**config.mk**
```make
export PLATFORM = sky130hd
export DESIGN_NAME = multiplier14
export DESIGN_NICKNAME = d
export VERILOG_FILES = /design/src/rtl/mult_pkg.sv /design/src/rtl/mult_pair_stage.sv /design/src/rtl/multiplier14.sv
export SDC_FILE = /design/constraint.sdc
export NUM_CORES = 1
export LEC_CHECK = 0
export BUFFER_PORTS_ARGS = -buffer_cell sky130_fd_sc_hd__buf_2
export CAP_MARGIN = 10
export CORE_MARGIN = 4
export CORE_UTILIZATION = 45
export DETAILED_ROUTE_END_ITERATION = 10
export GPL_ROUTABILITY_DRIVEN = 0
export SYNTH_ARGS = -nofsm -noshare
export SYNTH_HDL_FRONTEND = slang
export SYNTH_HIERARCHICAL = 1
export SYNTH_SLANG_ARGS = --single-unit
```
**constraint.sdc**
```tcl
create_clock -name clk_in -period 9.1 [get_ports clk_in]
set_input_delay 1.82 -clock clk_in [delete_from_list [all_inputs] [get_ports clk_in]]
set_output_delay 1.82 -clock clk_in [all_outputs]
set_load 0.02 [all_outputs]
```
**src/rtl/mult_pkg.sv**
```systemverilog
// Shared types and the bit-stage step for the multiplier14 shift-and-add pipeline.
package mult_pkg;

  localparam int unsigned WIDTH = 14;
  localparam int unsigned ACC_W = 2 * WIDTH + 1;
  localparam int unsigned PAIRS = WIDTH / 2;
  localparam int unsigned IDX_W = $clog2(WIDTH);

  typedef logic [WIDTH-1:0] word_t;
  typedef logic [ACC_W-1:0] acc_t;

  // Payload carried from one registered stage to the next
  typedef struct packed {
    acc_t  acc;
    word_t a;
    word_t b;
    word_t addend;
    logic  valid;
  } stage_t;

  // One bit-stage: shift the accumulator and add A when B's bit (MSB-first) is set
  function automatic stage_t shift_add(stage_t s, int unsigned bit_idx);
    stage_t n;
    n = s;
    n.acc = (s.acc << 1) + (s.b[IDX_W'(WIDTH - 1 - bit_idx)] ? ACC_W'(s.a) : '0);
    return n;
  endfunction

endpackage

```
**src/rtl/mult_pair_stage.sv**
```systemverilog
// Two bit-stages of the multiplier: an even (combinational) stage feeding an
// odd (registered) stage. The last pair also folds in the addend.
module mult_pair_stage
  import mult_pkg::*;
#(
  parameter int unsigned IDX  = 0,
  parameter bit          LAST = 1'b0
) (
  input  logic   clk_in,
  input  logic   rst_in,
  input  logic   pause,
  input  stage_t d,
  output stage_t q
);

  stage_t nxt_c;

  // Even stage then odd stage; the final pair adds the carried addend
  always_comb begin
    nxt_c = shift_add(shift_add(d, 2 * IDX), 2 * IDX + 1);
    if (LAST) begin
      nxt_c.acc = nxt_c.acc + ACC_W'(nxt_c.addend);
    end
  end

  // Stage register: cleared by reset, frozen while paused
  always_ff @(posedge clk_in or posedge rst_in) begin
    if (rst_in) begin
      q <= '0;
    end else if (!pause) begin
      q <= nxt_c;
    end
  end

endmodule

```
**src/rtl/multiplier14.sv**
```systemverilog
// Pipelined multiply-accumulate: product = A*B + addend, latency WIDTH/2 cycles.
// Build option MULT14_SATURATE_EN: clamp to all-ones on overflow instead of wrapping.
module multiplier14
  import mult_pkg::*;
(
  input  logic             clk_in,
  input  logic             rst_in,
  input  logic [WIDTH-1:0] multiplicand_in,
  input  logic [WIDTH-1:0] multiplier_in,
  input  logic [WIDTH-1:0] addend_in,
  input  logic             data_valid_in,
  input  logic             pause,
  output logic [WIDTH-1:0] product_out,
  output logic             data_valid_out,
  output logic             overflow_out
);

  stage_t pipe [PAIRS+1];

  assign pipe[0] = '{acc: '0, a: multiplicand_in, b: multiplier_in,
                     addend: addend_in, valid: data_valid_in};

  genvar k;
  generate
    for (k = 0; k < PAIRS; k++) begin : g_pair
      mult_pair_stage #(
        .IDX (k),
        .LAST(k == PAIRS - 1)
      ) u_pair (
        .clk_in(clk_in),
        .rst_in(rst_in),
        .pause (pause),
        .d     (pipe[k]),
        .q     (pipe[k+1])
      );
    end
  endgenerate

  // Result decode from the final stage: overflow flag always, then saturate or wrap
  always_comb begin
    overflow_out   = |pipe[PAIRS].acc[ACC_W-1:WIDTH];
    data_valid_out = pipe[PAIRS].valid;
`ifdef MULT14_SATURATE_EN
    product_out    = overflow_out ? '1 : pipe[PAIRS].acc[WIDTH-1:0];
`else
    product_out    = pipe[PAIRS].acc[WIDTH-1:0];
`endif
  end

endmodule

```
==> results of run 1 <==
==> final timing paths <==
check | start | endpoint | slack [ns] | cells past startpoint
max | g_pair[5].u_pair/q[16] | g_pair[6].u_pair/q[71] | 3.38 | 18
min | g_pair[6].u_pair/q[60] | g_pair[6].u_pair/q[60] | 0.48 | 2
max reg2reg | g_pair[5].u_pair/q[16] | g_pair[6].u_pair/q[71] | 3.38 | 18
min reg2reg | g_pair[6].u_pair/q[60] | g_pair[6].u_pair/q[60] | 0.48 | 2
max in group asynchronous | rst_in | g_pair[3].u_pair/q[63] | 6.97 | 3
min in group asynchronous | rst_in | g_pair[2].u_pair/q[0] | 1.16 | 2
==> layer usage <==
layer	GRT usage, %	up-vias	wire length [um]
li1	-	10150	-
met1	24.77	9860	27810
met2	33.37	305	29560
met3	2.129	110	1748
met4	5.690	0	1659
met5	0	-	0
==> layout by cell type (no fill, tap or decap), types with 27 or more instances in the layout <==
cell         n
nand4_1     32
a211oi_1    30
clkbuf_16   42
mux2_2     236
dfrtp_1    378
fa_1        27
nor3_1      46
nand2_1    302
a21oi_1    152
xor2_1     102
inv_1       79
ha_1       196
buf_2       60
o21ai_0    186
a21o_1      78
nand3_1     72
and2_1     201
nor2_1      99
o211ai_1    38
xnor2_1    130
==> layout make-up <==
| cell class | count | area [um^2] |
|---|---|---|
| sequential | 378 | 9459 |
| timing repair buffer | 70 | 420.4 |
| fill | 5590 | 29840 |
| tap | 773 | 967.2 |
| multi-input combinational | 2282 | 16950 |
| clock buffer | 60 | 1229 |
| inverter | 87 | 326.6 |
| clock inverter | 17 | 272.8 |
==> critical path: stages, from the launching register on <==
cell and delay, ns:
dfrtp_1 0.59, and2_1 0.24, ha_1 0.25, a211oi_1 0.26
o21ai_1 0.24, a311oi_1 0.72, a21oi_1 0.12, xnor2_1 0.19
fa_1 0.52, inv_1 0.05, ha_1 0.36, o21a_1 0.16
o21ai_0 0.07, nand2b_1 0.07, inv_1 0.05, a2111oi_1 0.72
o211ai_1 0.38, o31a_2 0.38, o31ai_1 0.27
==> stage by stage <==
stage / cell area [um^2] / hold WS [ns]
6_report: 29620 / 0.4769
5_1_grt: 29620 / 0.5035
2_1_floorplan: 27240 / 0.4428
3_5_place_dp: 28100 / 0.4651
4_1_cts: 29600 / 0.4800
3_3_place_gp: 28100 / 0.4642
==> where the power goes <==
part | internal [mW] | switching, mW
Sequential | 2.22 | 0.520
Clock | 1.09 | 0.714
Combinational | 2.64 | 3.49
Total | 5.95 | 4.72
==> results.md, run 1 <==
* Status: finished, final reports clean
* VDD IR max at 0.0002194 V
* CTS sink cnt at ~380
* TritonCTS clock tree: yes
* Fin. max-slew vios at 0
* Die Y at ~250 um
* Root buffer cell: clkbuf_16
* Worst Setup Start Kind: flop
* # hold bufs at CTS at 0
* Final Util at 49.81%
* Clk Latency, worst-skew pair at 0.58 ns
* Max_cap viols at 0
* Mapped Cells at 2851
* Achievable Freq at 174.9 MHz
* Die ar. at 0.06440 mm^2
* Vias at 20430
* Setup ws final at ~3.4 ns
* Via density per instance at 5.571
* Antenna violations before repair at 1
* Worst slew pin tran at 0.8471 ns
* Setup_tns at 0 ns
* Antenna Cells at 0
* Total Power at 10.68 mW
* Critical Path RT at approximately 9.6 ns
* 1st-pass router iterations at 5
* # IOs at 62
* RSZ-0062 raised after global routing: no
* # nets final at 3130
* Largest register FFs at around 380
* Largest registers: g_pair.u_pair/q x378
* Pre-CTS setup slack at ~3.5 ns
* Max Clock Skew at 0.01964 ns
* Min Tclk post-route at 5.718 ns
* Hpwl dp at 46.62 mm
* Lkg Pwr at 13.17 nW
* Total core area at about 0.06 mm^2
* Number of remaining DRC errors at 0
* Synth Area per Inst at 9.535 um^2
* Setup repair bufs after CTS at 0
* Routed Antenna Nets at 0
* CP max FO at 15
* Layout overhead on the synthesized area at 8.971%
* GRT Total Usage at 18.99%
* Crit end category: flop
* Placed cells at 3589
* Port Buffer Count at 61
* Power per Cell Area at 360.4 mW/mm^2
* Final hold vios at 0
* Biggest register: g_pair.u_pair/q
* Clock Tree Buf Depth at 3
* Synth Cell Area at 0.02718 mm^2
* Setup Crit Path Kind: reg2reg
* First-pass GRT wire length at around 100 mm
* CTS resizes at 0
* Crit path arrival time at a little over 6 ns
* HP Class: reg2reg
* Die W at 253.8 um
* Final setup vio count at 0
* Period utilisation layout at approximately 63%
* Layout cells sized above 1 at 16.83%
* Syn. warnings at 6
* Pin count of the biggest net entering global routing at 216
* Total CTS buffers at 42
* Vias in the first global route at around 21000
* H-tree levels at 2
* WL final at around 60 mm
* Clock-pin slew on the worst setup and hold paths at about 0.060 ns
* Row count at 89
* Wire per inst at 16.58 um
* Slew headroom at 42.07%
* Starting Density at 45.71%
* Number of DRC markers in iteration 0 at roughly 980
* Total congestion overflow at 0
* Non-Filler Instances at 3667
(Power assumes the default switching activity.)
==> run 2, diff against run 1 <==
Settings changed: ABC_AREA set to 1.
Clock period 9.1 ns to 4.8 ns, I/O delays scaled along.
==> run 2 against run 1 <==
Net effect: setup slack got worse by 2.8 ns; sequential power increased by 70%; non-clock buffer count increased by 4; final area increased by 11%; clock skew decreased by 0.0043 ns; first-iteration DRC count increased by 60%; count of clock-buffer cells in the layout decreased by 3; power increased by 31%; clock power increased by 90%; via count increased by 30%; sequential share of layout area decreased by 3.1 points.
==> results.md, run 2 <==
* 1st-pass router iterations at 7
* Vias in the first global route at 25360
* First-pass GRT wire length at 124.0 mm
* Max_cap viols at 0
* Synth Area per Inst at 6.521 um^2
* Fin. max-slew vios at 0
* Antenna violations before repair at 0
* Setup ws final at between 0.6 and 0.7 ns
* Commonest non-fill, non-tap cell in the layout: nand2_1
* Worst slew pin tran at about 1 ns
* Slew headroom at around a third
* Seq pwr share at ~33%
* Setup_tns at 0 ns
* Critical path cell sequence: nand2_1 -> inv_1 -> ha_1 -> fa_1 -> nand3_1 -> nand3_2 -> nand2_1 -> nand2_1 -> xnor2_1 -> fa_1 -> inv_1 -> ha_1 -> a21oi_1 -> o21ai_0 -> a21oi_1 -> nand2_1 -> nand3_1 -> inv_1 -> nand2_2 -> inv_1 -> nand2_1 -> xor2_1 -> o21ai_1
* Antenna Cells at 0
* Layout cells sized above 1 at 10.07%
* CP max FO at 15
* Port Buffer Count at slightly above 60
* Largest registers: g_pair.u_pair/q x378
* Biggest register: g_pair.u_pair/q
* Pin count of the biggest net entering global routing at 117
* Total CTS buffers at 44
* Achievable Freq at 239.0 MHz
* Met3 usage at 1.856%
* GR Util met1 at 28.18%
* WL final at 72.04 mm
* Crit path arrival time at 4.63 ns
* Row count at 94
* GR Layer Usage met2 at 35.71%
* Synth Cell Area at around 0.030 mm^2
* Clock Tree Buf Depth at 3
* Switching power at 5.961 mW
* Number of remaining DRC errors at 0
* Syn. warnings at 6
* Via density per instance at 4.780
* Routed Antenna Nets at 0
* Cell area after layout at roughly 0.033 mm^2
* CTS resizes at 0
* Crit end category: flop
* Most frequent cells in the layout: nand2_1, inv_1, dfrtp_1
* Total core area at 0.06622 mm^2
* Period utilisation layout at 87.15%
* Die W at roughly 270 um
* Most frequent CP cell: nand2_1
* RSZ-0062 raised after global routing: no
* HP Class: reg2reg
* GR peak layer: met2
* Root buffer cell: clkbuf_16
* Mapped Cells at 4633
* Wire per inst at roughly 13 um
* Setup repair bufs after CTS at 0
* Highest-delay cell along the critical path: dfrtp_1
* H-tree levels at 2
* Switching fraction of total power at 42.57%
* Clk Latency, worst-skew pair at about 0.58 ns
* Pre-CTS setup slack at between 0.6 and 0.7 ns
* GRT Total Usage at 20.55%
* Internal at 8.042 mW
* Setup Crit Path Kind: reg2reg
* Starting Density at 45.63%
* Lkg Pwr at 19.57 nW
* Placed cell area at 0.03130 mm^2
* Layout overhead on the synthesized area at 8.564%
* Final hold vios at 0
* Comb pwr share at 42.1%
* Largest register FFs at 378
* Die Y at 267.1 um
* # IOs at 62
* Critical Path RT at 5.25 ns
* Vias at 26540
* Die ar. at slightly above 0.07 mm^2
* Clock Power Share at 24.5%
* # hold bufs at CTS at 0
* # nets final at 4923
* Fill count at 6970
* Number of DRC markers in iteration 0 at 1569
* Worst Setup Start Kind: flop
* Power per Cell Area at 426.9 mW/mm^2
* Min Tclk post-route at about 4.2 ns
* CTS sink cnt at around 380
* Hpwl dp at 57.30 mm
* CP max stage delay at 0.55 ns
* VDD IR max at 0.0002739 V
* Max Clock Skew at around 0.015 ns
* Final setup vio count at 0
* Status: finished, final reports clean
* TritonCTS clock tree: yes
* Total congestion overflow at 0
* Clock-pin slew on the worst setup and hold paths at 0.06 ns
==> run 2: final timing paths <==
path                       cells after the start                endpoint              startpoint  slack, ns
hold reg to reg                                2   g_pair[5].u_pair/q[5]   g_pair[4].u_pair/q[5]       0.46
setup reg to reg                              23  g_pair[6].u_pair/q[62]  g_pair[5].u_pair/q[16]       0.62
max in group asynchronous                      3  g_pair[2].u_pair/q[59]                  rst_in       3.33
min in group asynchronous                      2  g_pair[3].u_pair/q[11]                  rst_in       0.51
hold / removal                                 2   g_pair[5].u_pair/q[5]   g_pair[4].u_pair/q[5]       0.46
setup / recovery                              23  g_pair[6].u_pair/q[62]  g_pair[5].u_pair/q[16]       0.62
==> run 2: cell type report <==
type	count	area (um^2)	area share, %
clock buffer	57	1230	3.750
clock inverter	24	272.8	0.8316
inverter	691	2594	7.907
multi-input combinational	3465	17740	54.08
sequential	378	9459	28.84
tap	864	1081	3.296
timing repair buffer	74	425.4	1.297
==> run 2: worst max-delay path, delay by kind of cell, from the launching register on <==
family / cells / cell delay, ns
flops: 1 / 0.55
fa+ha+maj: 4 / 1.55
buf+inv: 4 / 0.23
simple gates: 9 / 0.90
compound gates: 4 / 0.53
xor+xnor: 2 / 0.30
==> run 2: routing by layer <==
| metal | vias up | part of all wire (%) |
|---|---|---|
| li1 | 14290 | - |
| met1 | 11920 | 49 |
| met2 | 262 | 47 |
| met3 | 76 | 2.5 |
| met4 | 0 | 1.6 |
| met5 | - | 0 |
==> run 2: power groups by stage <==
stage	Combinational [mW]	Sequential, mW	Clock, mW
2_1_floorplan	4.74	4.46	0
4_1_cts	5.96	4.70	3.54
6_report	5.90	4.67	3.43
5_1_grt	6.84	4.79	3.68
3_3_place_gp	5.88	4.73	0
3_5_place_dp	5.92	4.74	0
==> run 2: per-stage QoR <==
step	hold WS, ns	std cells	power [mW]	util (%)
2_1_floorplan	0.4414	4652	9.199	-
3_3_place_gp	0.4462	5472	10.61	47.27
3_5_place_dp	0.4490	5472	10.66	47.27
4_1_cts	0.4595	5553	14.19	49.54
5_1_grt	0.4892	5553	15.30	49.54
6_report	0.4617	5553	14.00	49.54
==> run 3, diff against run 2 <==
Settings changed: SYNTH_HIERARCHICAL 1 to not set.
==> run 3 against run 2 <==
Net effect: synthesized cell count fell by 16%; sequential power decreased by 4.7%; fmax down 1.4%; non-clock buffer count is 3 higher; largest cell class unchanged.
==> results.md, run 3 <==
* Start point of the critical path: g_pair[5].u_pair.q[16]
* Total CTS buffers at between 40 and 50
* Wire per inst at 13.41 um
* Largest register FFs at 377
* Most frequent cells in the layout: nand2_1, inv_1, dfrtp_1
* Mapped Cells at 3902
* Power per Cell Area at between 400 and 500 mW/mm^2
* Most used DFF post-synth: dfrtp_1
* Vias in the first global route at 22200
* WL final at 63.16 mm
* Root buffer cell: clkbuf_16
* Max Clock Skew at 0.02438 ns
* Number of DRC markers in iteration 0 at 1231
* Clock Tree Buf Depth at 3
* Total core area at 0.05814 mm^2
* Achievable Freq at 235.6 MHz
* # hold bufs at CTS at 0
* Sequential cell area at roughly 0.0094 mm^2
* Status: finished, final reports clean
* First-pass GRT wire length at 109.1 mm
* Row count at 88
* Crit path arrival time at around 4.7 ns
* Largest cells by area after synthesis: dfrtp_1, nand2_1, ha_1, inv_1, nand3_1
* VDD IR max at 0.0002775 V
* Most frequent CP cell: nand2_1
* Synth Area per Inst at 6.825 um^2
* Reg-to-reg startpoint: g_pair[5].u_pair.q[16]
* Final setup vio count at 0
* GRT Total Usage at 20.32%
* CP max FO at 15
* Routed Antenna Nets at 0
* Syn. warnings at 0
* Vias at between 20000 and 25000
* Yosys top cell area share at 35.43%
* Die ar. at 0.06313 mm^2
* CTS resizes at 0
* Via density per instance at 4.874
* #FFs+latches synth at 377
* Total congestion overflow at 0
* Post-synth top area cell: dfrtp_1
* H-tree levels at 2
* Fill count at approximately 6000
* Layout cells sized above 1 at 6.564%
* Worst slew pin tran at 0.6620 ns
* Starting Density at 45.81%
* 1st-pass router iterations at 5
* Pin count of the biggest net entering global routing at 144
* Die W at between 200 and 300 um
* Post-synthesis net count at 4145
* # IOs at 62
* Synth cell count leaders: nand2_1, inv_1, dfrtp_1
* Post-synth EDFFs at 0
* Crit end category: flop
* TritonCTS clock tree: yes
* Number of remaining DRC errors at 0
* Antenna Cells at 0
* Commonest non-fill, non-tap cell in the layout: nand2_1
* Max_cap viols at 0
* Sequential area share after synthesis at 35.43%
* Layout overhead on the synthesized area at 9.618%
* Setup repair bufs after CTS at 0
* Highest-delay cell along the critical path: dfrtp_1
* Biggest register: g_pair.u_pair.q
* CTS sink cnt at 377
* Die Y at approximately 250 um
* Async set-reset flop share out of synthesis at 100.0%
* Period utilisation layout at 88.42%
* Area occupied by multi-input gates at 0.01479 mm^2
* Clk Latency, worst-skew pair at 0.58 ns
* Setup Crit Path Kind: reg2reg
* Min Tclk post-route at 4.244 ns
* Largest registers: g_pair.u_pair.q x377
* Most common cell in the synthesized netlist: nand2_1
* Final Util at 50.21%
* HP Class: in2async
* # nets final at a little over 4000
* Synth cell types at 52
* Final hold vios at 0
* Worst Setup Start Kind: flop
* Slew headroom at a little under three fifths
* Port Buffer Count at 61
* Synth Cell Area at 0.02663 mm^2
* Lkg Pwr at 16.80 nW
* Setup_tns at 0 ns
* Clock-pin slew on the worst setup and hold paths at approximately 0.060 ns
* Fin. max-slew vios at 0
* Critical path cell sequence: nand2_1 -> inv_1 -> ha_1 -> fa_1 -> nand2_1 -> nand2_1 -> nand3_1 -> nand2_1 -> xnor2_1 -> fa_1 -> inv_1 -> ha_1 -> nand2_1 -> nor4_1 -> nand2_1 -> nand2_1 -> nand4_1 -> nand2_2 -> nand2_2 -> nor2_2 -> nand3_1 -> nand3_1 -> nand2_1
* RSZ-0062 raised after global routing: no
* Antenna violations before repair at 0
* Critical Path RT at roughly 5.3 ns
* Hpwl dp at 47.90 mm
* CP max stage delay at approximately 0.55 ns
## run 3: power breakdown
part,internal [mW],switching (mW)
registers,3.82,0.623
clock network,2.12,1.40
logic,1.63,2.86
total,7.57,4.88
## run 3: cells by family (layout without fill, tap and decap cells)
| kind of cell | Yosys count | after routing | synth area share (%) |
|---|---|---|---|
| AO/OA/AOI/OAI | 443 | 443 | 8.970 |
| flip-flops | 377 | 377 | 35.43 |
| XOR/XNOR | 101 | 101 | 3.322 |
| buffers and inverters | 626 | 670 | 9.049 |
| AND/OR/NAND/NOR | 2158 | 2158 | 33.24 |
| adder cells (fa/ha/maj) | 197 | 197 | 9.989 |
## run 3: final timing paths
kind	end	slack (ns)	cells after the start
max in group asynchronous	g_pair[3].u_pair.q[54]	3.29	3
max	g_pair[6].u_pair.q[69]	0.56	23
max reg2reg	g_pair[6].u_pair.q[69]	0.56	23
min reg2reg	g_pair[3].u_pair.q[9]	0.47	2
min in group clk_in	g_pair[3].u_pair.q[9]	0.47	2
min	g_pair[0].u_pair.q[35]	0.46	2
## run 3: cell type report
type                       instances  area share, %
multi-input combinational       2899          50.65
clock inverter                    20         0.9644
timing repair buffer              77          1.835
tap                              765          3.279
inverter                         514          6.648
clock buffer                      59          4.303
sequential                       377          32.32
## run 3: per-stage QoR
step,cell area [um^2],total power [mW],worst slack (ns),hold slack (ns),cells
2_1_floorplan,26630,7.903,-1.224,0.4422,3902
3_3_place_gp,27650,8.986,0.6735,0.4488,4632
3_5_place_dp,27650,9.017,0.5939,0.4542,4632
4_1_cts,29190,12.62,0.5629,0.4332,4711
5_1_grt,29190,13.49,0.1851,0.4736,4711
6_report,29190,12.45,0.5556,0.4565,4711
## run 3: layer usage
metal  wire length (um)  vias up  track usage, %
met2              30400      237           35.18
met3               1509       85           2.379
met5                  0        -               0
met4               1464        0           5.025
li1                   -    12270               -
met1              29780    10370           27.33
## run 3: worst max-delay path: cells and delay by family (launching register included)
family,cells,cell delay (ns)
flops,1,0.55
simple gates,16,1.86
xor+xnor,1,0.19
fa+ha+maj,4,1.48
buf+inv,2,0.09
